$ cat config.mk
export PLATFORM = sky130hd
export DESIGN_NAME = tvg_gain_gen_flat
export DESIGN_NICKNAME = d
export VERILOG_FILES = /design/src/rtl/tvg_pkg.sv /design/src/rtl/tvg_gain_gen_if.sv /design/src/rtl/tvg_gain_gen_sat_add.sv /design/src/rtl/tvg_gain_gen.sv /design/src/flat_wrapper.sv
export SDC_FILE = /design/constraint.sdc
export NUM_CORES = 1
export LEC_CHECK = 0
export CORE_MARGIN = 2
export CORE_UTILIZATION = 45
export CTS_BUF_LIST = sky130_fd_sc_hd__clkbuf_16
export DETAILED_ROUTE_END_ITERATION = 12
export DONT_BUFFER_PORTS = 1
export GPL_TIMING_DRIVEN = 0
export PLACE_DENSITY = 0.65
export SYNTH_ARGS = -nofsm -noshare
export SYNTH_HDL_FRONTEND = slang
export SYNTH_SLANG_ARGS = --single-unit
export TNS_END_PERCENT = 5
$ cat constraint.sdc
create_clock -name clk_i -period 8 [get_ports clk_i]
set_clock_uncertainty 0.2 [all_clocks]
set_input_delay 1.2 -clock clk_i [delete_from_list [all_inputs] [get_ports clk_i]]
set_output_delay 1.2 -clock clk_i [all_outputs]
set_load 0.1 [all_outputs]
$ cat src/rtl/tvg_pkg.sv
// Shared definitions for the time-varying-gain generator and related AGC blocks.
package tvg_pkg;

  localparam int TVG_N     = 32;
  localparam int TVG_CNT_W = 16;

  localparam logic [1:0] ST_IDLE  = 2'd0;
  localparam logic [1:0] ST_BLANK = 2'd1;
  localparam logic [1:0] ST_RAMP  = 2'd2;
  localparam logic [1:0] ST_HOLD  = 2'd3;

  typedef enum logic [1:0] {
    IDLE  = ST_IDLE,
    BLANK = ST_BLANK,
    RAMP  = ST_RAMP,
    HOLD  = ST_HOLD
  } tvg_state_e;

endpackage

$ cat src/rtl/tvg_gain_gen_if.sv
// Control, configuration and gain-output bundle of the TVG generator.
interface tvg_gain_gen_if import tvg_pkg::*; #(
  parameter int N      = TVG_N,
  parameter int CNT_W  = TVG_CNT_W,
  parameter int STEP_W = 16
) ();

  logic              start_i;
  logic              abort_i;
  logic              sample_valid_i;
  logic [CNT_W-1:0]  blank_len_i;
  logic [CNT_W-1:0]  ramp_len_i;
  logic [N-1:0]      gain_init_i;
  logic [STEP_W-1:0] gain_step_i;
  logic [N-1:0]      gain_max_i;
  logic [N-1:0]      amplify_o;
  logic              gain_valid_o;
  logic              busy_o;
  logic              done_o;

  modport master (
    output start_i, abort_i, sample_valid_i,
    output blank_len_i, ramp_len_i, gain_init_i, gain_step_i, gain_max_i,
    input  amplify_o, gain_valid_o, busy_o, done_o
  );

  modport slave (
    input  start_i, abort_i, sample_valid_i,
    input  blank_len_i, ramp_len_i, gain_init_i, gain_step_i, gain_max_i,
    output amplify_o, gain_valid_o, busy_o, done_o
  );

endinterface

$ cat src/rtl/tvg_gain_gen_sat_add.sv
// Saturating add: min(a + zero-extended step, ceiling), evaluated at N+1 bits so
// a carry-out clips to the ceiling instead of wrapping.
module sat_add #(
  parameter int N      = 32,
  parameter int STEP_W = 16
) (
  input  logic [N-1:0]      a,
  input  logic [STEP_W-1:0] step,
  input  logic [N-1:0]      ceil,
  output logic [N-1:0]      y
);

  logic [N:0] sum;

  function automatic logic [N-1:0] clip(input logic [N:0] s, input logic [N-1:0] c);
    return (s > {1'b0, c}) ? c : s[N-1:0];
  endfunction

  assign sum = {1'b0, a} + {{(N + 1 - STEP_W){1'b0}}, step};
  assign y   = clip(sum, ceil);

endmodule

$ cat src/rtl/tvg_gain_gen.sv
// TVG generator: mute for blank_len samples after a ping, ramp the gain linearly
// with saturation for ramp_len samples, then hold until the next ping or abort.
module tvg_gain_gen import tvg_pkg::*; #(
  parameter int N      = TVG_N,
  parameter int CNT_W  = TVG_CNT_W,
  parameter int STEP_W = 16
) (
  input  logic           clk_i,
  input  logic           rst_ni,
  tvg_gain_gen_if.slave  bus
);

  tvg_state_e        state_q, state_d;
  logic [CNT_W-1:0]  cnt_q, cnt_d;
  logic [N-1:0]      amp_q, amp_d;
  logic              done_q, done_d;
  logic              cfg_ld;
  logic              enter_ramp;

  logic [CNT_W-1:0]  ramp_len_q;
  logic [N-1:0]      init_q;
  logic [N-1:0]      max_q;
  logic [STEP_W-1:0] step_q;

  logic              from_cfg;
  logic [N-1:0]      entry_init, entry_max, entry_gain, ramp_gain;
  logic [CNT_W-1:0]  entry_len;

  // A ramp entered straight from a ping uses the live inputs (they are being
  // latched this very cycle); one entered after blanking uses the latched copy.
  assign from_cfg   = (state_q == BLANK);
  assign entry_init = from_cfg ? init_q     : bus.gain_init_i;
  assign entry_max  = from_cfg ? max_q      : bus.gain_max_i;
  assign entry_len  = from_cfg ? ramp_len_q : bus.ramp_len_i;

  sat_add #(.N(N), .STEP_W(STEP_W)) u_entry (
    .a(entry_init), .step({STEP_W{1'b0}}), .ceil(entry_max), .y(entry_gain)
  );

  sat_add #(.N(N), .STEP_W(STEP_W)) u_ramp (
    .a(amp_q), .step(step_q), .ceil(max_q), .y(ramp_gain)
  );

  always_comb begin
    state_d    = state_q;
    cnt_d      = cnt_q;
    amp_d      = amp_q;
    done_d     = 1'b0;
    cfg_ld     = 1'b0;
    enter_ramp = 1'b0;
    if (bus.abort_i) begin
      state_d = IDLE;
      cnt_d   = '0;
      amp_d   = '0;
    end else begin
      case (state_q)
        IDLE, HOLD: begin
          if (bus.start_i) begin
            cfg_ld = 1'b1;
            if (bus.blank_len_i != '0) begin
              state_d = BLANK;
              cnt_d   = bus.blank_len_i;
              amp_d   = '0;
            end else begin
              enter_ramp = 1'b1;
            end
          end
        end
        BLANK: begin
          if (bus.sample_valid_i) begin
            if (cnt_q == CNT_W'(1)) enter_ramp = 1'b1;
            else                    cnt_d = cnt_q - 1'b1;
          end
        end
        RAMP: begin
          if (bus.sample_valid_i) begin
            amp_d = ramp_gain;
            if (cnt_q == CNT_W'(1)) begin
              state_d = HOLD;
              cnt_d   = '0;
              done_d  = 1'b1;
            end else begin
              cnt_d = cnt_q - 1'b1;
            end
          end
        end
        default: state_d = IDLE;
      endcase
      if (enter_ramp) begin
        amp_d = entry_gain;
        if (entry_len == '0) begin
          state_d = HOLD;
          cnt_d   = '0;
          done_d  = 1'b1;
        end else begin
          state_d = RAMP;
          cnt_d   = entry_len;
        end
      end
    end
  end

  always_ff @(posedge clk_i) begin
    if (!rst_ni) begin
      state_q <= IDLE;
      cnt_q   <= '0;
      amp_q   <= '0;
      done_q  <= 1'b0;
    end else begin
      state_q <= state_d;
      cnt_q   <= cnt_d;
      amp_q   <= amp_d;
      done_q  <= done_d;
    end
  end

  always_ff @(posedge clk_i) begin
    if (!rst_ni) begin
      ramp_len_q <= '0;
      init_q     <= '0;
      max_q      <= '0;
      step_q     <= '0;
    end else if (cfg_ld) begin
      ramp_len_q <= bus.ramp_len_i;
      init_q     <= bus.gain_init_i;
      max_q      <= bus.gain_max_i;
      step_q     <= bus.gain_step_i;
    end
  end

  assign bus.amplify_o    = amp_q;
  assign bus.done_o       = done_q;
  assign bus.gain_valid_o = (state_q == RAMP) || (state_q == HOLD);
  assign bus.busy_o       = (state_q == BLANK) || (state_q == RAMP);

endmodule
$ cat src/flat_wrapper.sv
// flat-port wrapper written by rule: the top's interface ports become plain ports
module tvg_gain_gen_flat import tvg_pkg::*;
#(
  parameter int N      = TVG_N,
  parameter int CNT_W  = TVG_CNT_W,
  parameter int STEP_W = 16
)
  (clk_i, rst_ni, bus_start_i, bus_abort_i, bus_sample_valid_i, bus_blank_len_i, bus_ramp_len_i, bus_gain_init_i, bus_gain_step_i, bus_gain_max_i, bus_amplify_o, bus_gain_valid_o, bus_busy_o, bus_done_o);
  tvg_gain_gen_if #(.N(N), .CNT_W(CNT_W), .STEP_W(STEP_W)) bus_i ();
  input  logic clk_i;
  input  logic rst_ni;
  input wire logic [$bits(bus_i.start_i)-1:0] bus_start_i;
  input wire logic [$bits(bus_i.abort_i)-1:0] bus_abort_i;
  input wire logic [$bits(bus_i.sample_valid_i)-1:0] bus_sample_valid_i;
  input wire logic [$bits(bus_i.blank_len_i)-1:0] bus_blank_len_i;
  input wire logic [$bits(bus_i.ramp_len_i)-1:0] bus_ramp_len_i;
  input wire logic [$bits(bus_i.gain_init_i)-1:0] bus_gain_init_i;
  input wire logic [$bits(bus_i.gain_step_i)-1:0] bus_gain_step_i;
  input wire logic [$bits(bus_i.gain_max_i)-1:0] bus_gain_max_i;
  output wire logic [$bits(bus_i.amplify_o)-1:0] bus_amplify_o;
  output wire logic [$bits(bus_i.gain_valid_o)-1:0] bus_gain_valid_o;
  output wire logic [$bits(bus_i.busy_o)-1:0] bus_busy_o;
  output wire logic [$bits(bus_i.done_o)-1:0] bus_done_o;
  assign bus_i.start_i = bus_start_i;
  assign bus_i.abort_i = bus_abort_i;
  assign bus_i.sample_valid_i = bus_sample_valid_i;
  assign bus_i.blank_len_i = bus_blank_len_i;
  assign bus_i.ramp_len_i = bus_ramp_len_i;
  assign bus_i.gain_init_i = bus_gain_init_i;
  assign bus_i.gain_step_i = bus_gain_step_i;
  assign bus_i.gain_max_i = bus_gain_max_i;
  assign bus_amplify_o = bus_i.amplify_o;
  assign bus_gain_valid_o = bus_i.gain_valid_o;
  assign bus_busy_o = bus_i.busy_o;
  assign bus_done_o = bus_i.done_o;
  tvg_gain_gen #(.N(N), .CNT_W(CNT_W), .STEP_W(STEP_W)) u_core (.clk_i(clk_i), .rst_ni(rst_ni), .bus(bus_i));
endmodule
Word level (Yosys, flattened, before mapping)
Index checks and enable logic that the tools add are counted.
- register bits: 147
- bits in latches: 0
- RAM bits: 0
- bits in read-only memories: 0
- input bits: 117
- output and inout bits: 35
- logic and storage cells: 72
- memories: 0
- $add $sub $neg: 2
- $mul: 0
- div/mod/pow operators: 0
- magnitude comparators: 2
- eq/ne operators: 10
- shift-type cells: 0
- mux-type cells: 38
- bitwise logic cells: 1
- reduce and logical (&&, ||, !) cells: 11
- operators with widths (operator ; number):
    $mux 32 ; 8
    $mux 16 ; 9
    $pmux 32 s2 ; 1
    $pmux 16 s3 ; 1
    $add 32x16->33 ; 1
    $gt 33x32->1 ; 1
    $gt 32x32->1 ; 1
    $eq 16x1->1 const B ; 1
    $logic_not 16->1 ; 1
    $reduce_bool 16->1 ; 1
    $sub 16x1->16 const B ; 1
    $mux 1 ; 12
    $mux 2 ; 5
    $reduce_and 5->1 ; 2
    $ne 3x1->1 const B ; 2
    $ne 3x2->1 const B ; 2
    $ne 3x3->1 const B ; 2
    $eq 2x2->1 const B ; 2
    $pmux 2 s2 ; 1
    $reduce_and 4->1 ; 1
    $reduce_or 2->1 ; 2
    $reduce_bool 3->1 ; 1
    $eq 2x1->1 const B ; 1
    $logic_not 2->1 ; 1
    other kinds (3) ; 4

Longest topological paths before layout
- depth in word-level cells: 7
- mapped depth: 22

By module
Synthesis repeated with hierarchy kept, for this count alone.
- cell total of the unflattened synthesis: 1430
- area total of the unflattened synthesis: 11966.5 um^2
- modules (own cells, without submodules) (module ; instances ; cells each ; area each (um^2) ; seq. area each (um^2)):
    tvg_gain_gen ; 1 ; 821 ; 7184.4 ; 2942.8
    sat_add at u_core.u_ramp ; 1 ; 318 ; 2426.1 ; 0.0
    sat_add at u_core.u_entry ; 1 ; 291 ; 2356.0 ; 0.0

Worst setup path before layout
No wires, ideal clock.
- kind: reg-to-reg
- start: register u_core.amp_q[2] (netlist: u_core.bus.amplify_o[2])
- end: register u_core.amp_q[10] (netlist: u_core.bus.amplify_o[10])
- library setup time: 136 ps
- arrival time: 5012 ps
- data required time: 7664 ps
- slack: 2652 ps
- cell stages (with the launch flop): 21
- path buffers: 2
- period minus slack after synthesis: 5348 ps
- cell sequence: dfxtp_1 > ha_1 > nor2b_1 > o31a_1 > o31a_1 > a211o_1 > a31oi_4 > nor2_1 > xor2_1 > ha_1 > a21o_1 > nand3_1 > a21oi_1 > a2111oi_0 > and3_1 > o21a_1 > clkbuf_1 > clkbuf_1 > a211oi_1 > a31oi_1 > a31oi_1
- longest elaborated chain between the ends: 6
- ends and longest elaborated chain (what ; RTL line ; text):
    start, declared ; tvg_gain_gen.sv:15 ; logic [N-1:0] amp_q, amp_d;
    start signal, assigned ; tvg_gain_gen.sv:112 ; amp_q <= amp_d;
    $add 32x16->33 * ; tvg_gain_gen_sat_add.sv:19 ; assign sum = {1'b0, a} + {{(N + 1 - STEP_W){1'b0}}, step};
    $gt 33x32->1 ; tvg_gain_gen_sat_add.sv:16 ; return (s > {1'b0, c}) ? c : s[N-1:0];
    $mux 32 * ; tvg_gain_gen_sat_add.sv:16 ;
    $mux 32 * ; tvg_gain_gen.sv:76 ; if (bus.sample_valid_i) begin
    $pmux 32 s2 * ; tvg_gain_gen.sv:56 ; case (state_q)
    $mux 32 * ; tvg_gain_gen.sv:89 ; if (enter_ramp) begin
Every way passes the cells marked *; elsewhere a longest branch is shown, timed or not. The select of a mux whose other input is x is not followed.
A chain may end at the register's enable or synchronous reset.

Final worst setup path
- start: register u_core.amp_q[12] (netlist: u_core.bus.amplify_o[12])
- end: register u_core.amp_q[14] (netlist: u_core.bus.amplify_o[14])
Same word-level chain as after synthesis.

==> impl_results.md <==
- Critical-path top delay cell: dfxtp_1
- Synth Register Bits: 147
- Hold Worst Slack: 0.2642 ns
- CP Capture Type: flip-flop
- Fin util: 49.58%
- Nets: 1,550
- Antenna Cells: 0
- Die extent in x: 155.3 um
- Seq/Total Area, Yosys: 28.55%
- Synthesized area: 10,310 um2
- Peak Freq: 133.0 MHz
- Proportion of layout cells with a drive suffix above 1: 6.627%
- CP Launch Type: flip-flop
- Final Instance Count excl. Fillers: 1,643
- Crit share post-route: 93.99%
- DP Area: 10,660 um2
- Initial antenna violation count: 1
- Max_slew headroom: 16.88%
- Met1 wire length: 15.70 mm
- Area grow syn2layout: 8.596%
- First-pass GRT wire length: 53.77 mm
- Hold Fails Final Rpt: 0
- Top-count cell post-synth: nand2_1
- Status: finished clean
- Hold Path Class: reg2reg
- CP peak stage delay: 1.05 ns
- CTS tree: built
- GRT Overall Usage: 28.95%
- Leak Pwr: 0.003977 uW
- Top cell type's share of synthesized area: 28.55%
- DRC: 0
- Pin count of the biggest net entering global routing: 17
- Final setup fails: 0
- # port buffers: 0
- Cells on worst reg2reg path: 19
- Max_cap viols: 0
- Clock Sink Count: 147
- Post-synth top area cell: dfxtp_1
- Post-Route WL: 35.33 mm
- CTS Hold Bufs: 0
- Root Buffer: clkbuf_16
- Mapped Avg Cell Area: 7.766 um2
- Levels on crit path: 19
- Setup Buffers After CTS: 0
- CTS Buf Count: 17
- Synth cell count leaders: 257 x nand2_1, 147 x dfxtp_1, 99 x a21boi_0
- Post-synth ARST share: 0%
- CP cell instances: ha_1 -> and3_1 -> nand4_1 -> a211oi_1 -> o311ai_0 -> a31oi_1 -> nand4_1 -> xnor2_1 -> ha_1 -> nand4_1 -> a21oi_1 -> a2111oi_0 -> and3_1 -> o21a_1 -> clkbuf_1 -> clkbuf_1 -> a211oi_1 -> a31oi_1 -> a31oi_1
- Critical Path AT: 7.61 ns
- CTS clock-pin slew for the worst setup and hold paths: 0.06 ns
- Syn nets: 1,531
- Die height: 155.3 um
- Post-Synthesis Cells: 1,327
- Vias in the first global route: 9,367
- Placer Congestion: 1.029
- H-tree levels: 4
- Placeable core area: 22,570 um2
- Setup CP Type: reg2reg
- Main combinational cell family by area after synthesis: compound AO/OA/AOI/OAI gates
- Pwr Density: 212.0 nW/um2
- Synth Warn #: 0
- VDD IR max: 0.1108 mV
- Initial Util: 45.66%
- Compound-gate portion of the synthesized area: 25.76%
- WP buf/inv: 2
- Ys flop type: dfxtp_1
- Drt pass-1 iters: 8
- DP HPWL: 27.88 mm
- Min-Delay Path Depth: 2
- Vias per std cell: 6.051
- Max Slew Vio Count: 0
- Post-synthesis mux area share: 8.268%
- Vias: 9,941
- Fin Setup TNS: 0 ns
- Starting DRT DRC Count: 892
- Drt wl/cell: 21.51 um
- RSZ-0062 raised after global routing: no
- IO Pins: 152
- Core Rows: 55
- Design area: 11,190 um2
- Detail Route Antenna Nets: 0
- DR top layer: met5
- WL met3: 3.216 mm
- Dpl cells: 1,612
- Post-synthesis xor/xnor area fraction: 2.380%
- Synth Area in Simple Gates: 19.30%
- Clk buf depth: 2
- EDFF count, synth: 0
- CP required: 8.09 ns
- Worst Max-Slew Pin Slew: 1.245 ns
- Grt ovf: 0
- CP Max Fanout: 10
- Largest cells by area after synthesis: dfxtp_1 29%, ha_1 10%, nand2_1 9.4%
- Library cells used by synthesis: 57
- CP top delay family: compound AO/OA/AOI/OAI gates
- Final min period: 7.519 ns
- PostCTS Resize Cnt: 0
- Full die area: 24,130 um2
- Met2 WL: 15.60 mm
- Worst skew pair latency: 0.44 ns
- Adder-cell share of the synthesized area: 10.63%
## where the power goes
part           internal, uW  switching [uW]  leakage [uW]
clock                   398             354      0.000263
sequential              779             131       0.00120
combinational           240             470       0.00251
total                  1420             955       0.00398
## tightest hold or removal path, stage by stage (launching register included)
cell and delay [ns]:
dfxtp_1 0.31, nand2_1 0.05, a21boi_0 0.06
## cell families after synthesis
family | after synthesis
flops | 147
fa+ha+maj | 87
compound gates | 395
mux | 81
xor+xnor | 28
buf+inv | 134
simple gates | 455
## registers in the layout, indices dropped and copies added, names as in the netlist
signal and flops:
u_core.cnt_q 16, u_core.bus.done_o 1, u_core.step_q 16, u_core.max_q 32
u_core.ramp_len_q 16, u_core.bus.amplify_o 32, u_core.init_q 32, u_core.state_q 2
## area by class of cell
class | instances | area [um2]
fill | 2262 | 11380
multi-input combinational | 1046 | 6838
sequential | 147 | 2943
clock buffer | 17 | 425.4
tap | 285 | 356.6
buffer | 84 | 337.8
inverter | 50 | 187.7
clock inverter | 14 | 103.9
## layer usage
metal | global-route usage [%] | up-vias
met4 | 8.213 | 2
li1 | - | 4820
met2 | 45.32 | 410
met5 | 0 | -
met3 | 7.744 | 46
met1 | 39.28 | 4663
## path summary, 6_finish.rpt
path | startpoint | endpoint | slack [ns]
hold / removal | u_core.init_q[4]$_SDFFE_PN0P_ | u_core.init_q[4]$_SDFFE_PN0P_ | 0.26
hold reg to reg | u_core.init_q[4]$_SDFFE_PN0P_ | u_core.init_q[4]$_SDFFE_PN0P_ | 0.26
setup reg to reg | u_core.bus.amplify_o[12]$_SDFFE_PP0P_ | u_core.bus.amplify_o[14]$_SDFFE_PP0P_ | 0.48
setup / recovery | u_core.bus.amplify_o[12]$_SDFFE_PP0P_ | u_core.bus.amplify_o[14]$_SDFFE_PP0P_ | 0.48
## per-stage QoR
step | total power (uW) | setup WS, ns
after floorplan | 1416 | 2.652
after global placement | 1608 | 0.6788
after detailed placement | 1617 | 0.6278
after CTS | 2361 | 0.5932
after global routing | 2482 | 0.3491
final | 2373 | 0.4809
## layout by cell type, fill, tap and decap left out, drive strengths merged, types with 24 or more instances in the layout
master and instances:
nand2 257, dfxtp 147, a21boi 99, ha 86, clkbuf 82, nor2 73
o21ai 65, a21oi 59, inv 56, mux2i 48, a31oi 47, mux2 33
nand3 26, o211ai 25, nand4 24
No activity file was read; power rests on OpenSTA's default activity.
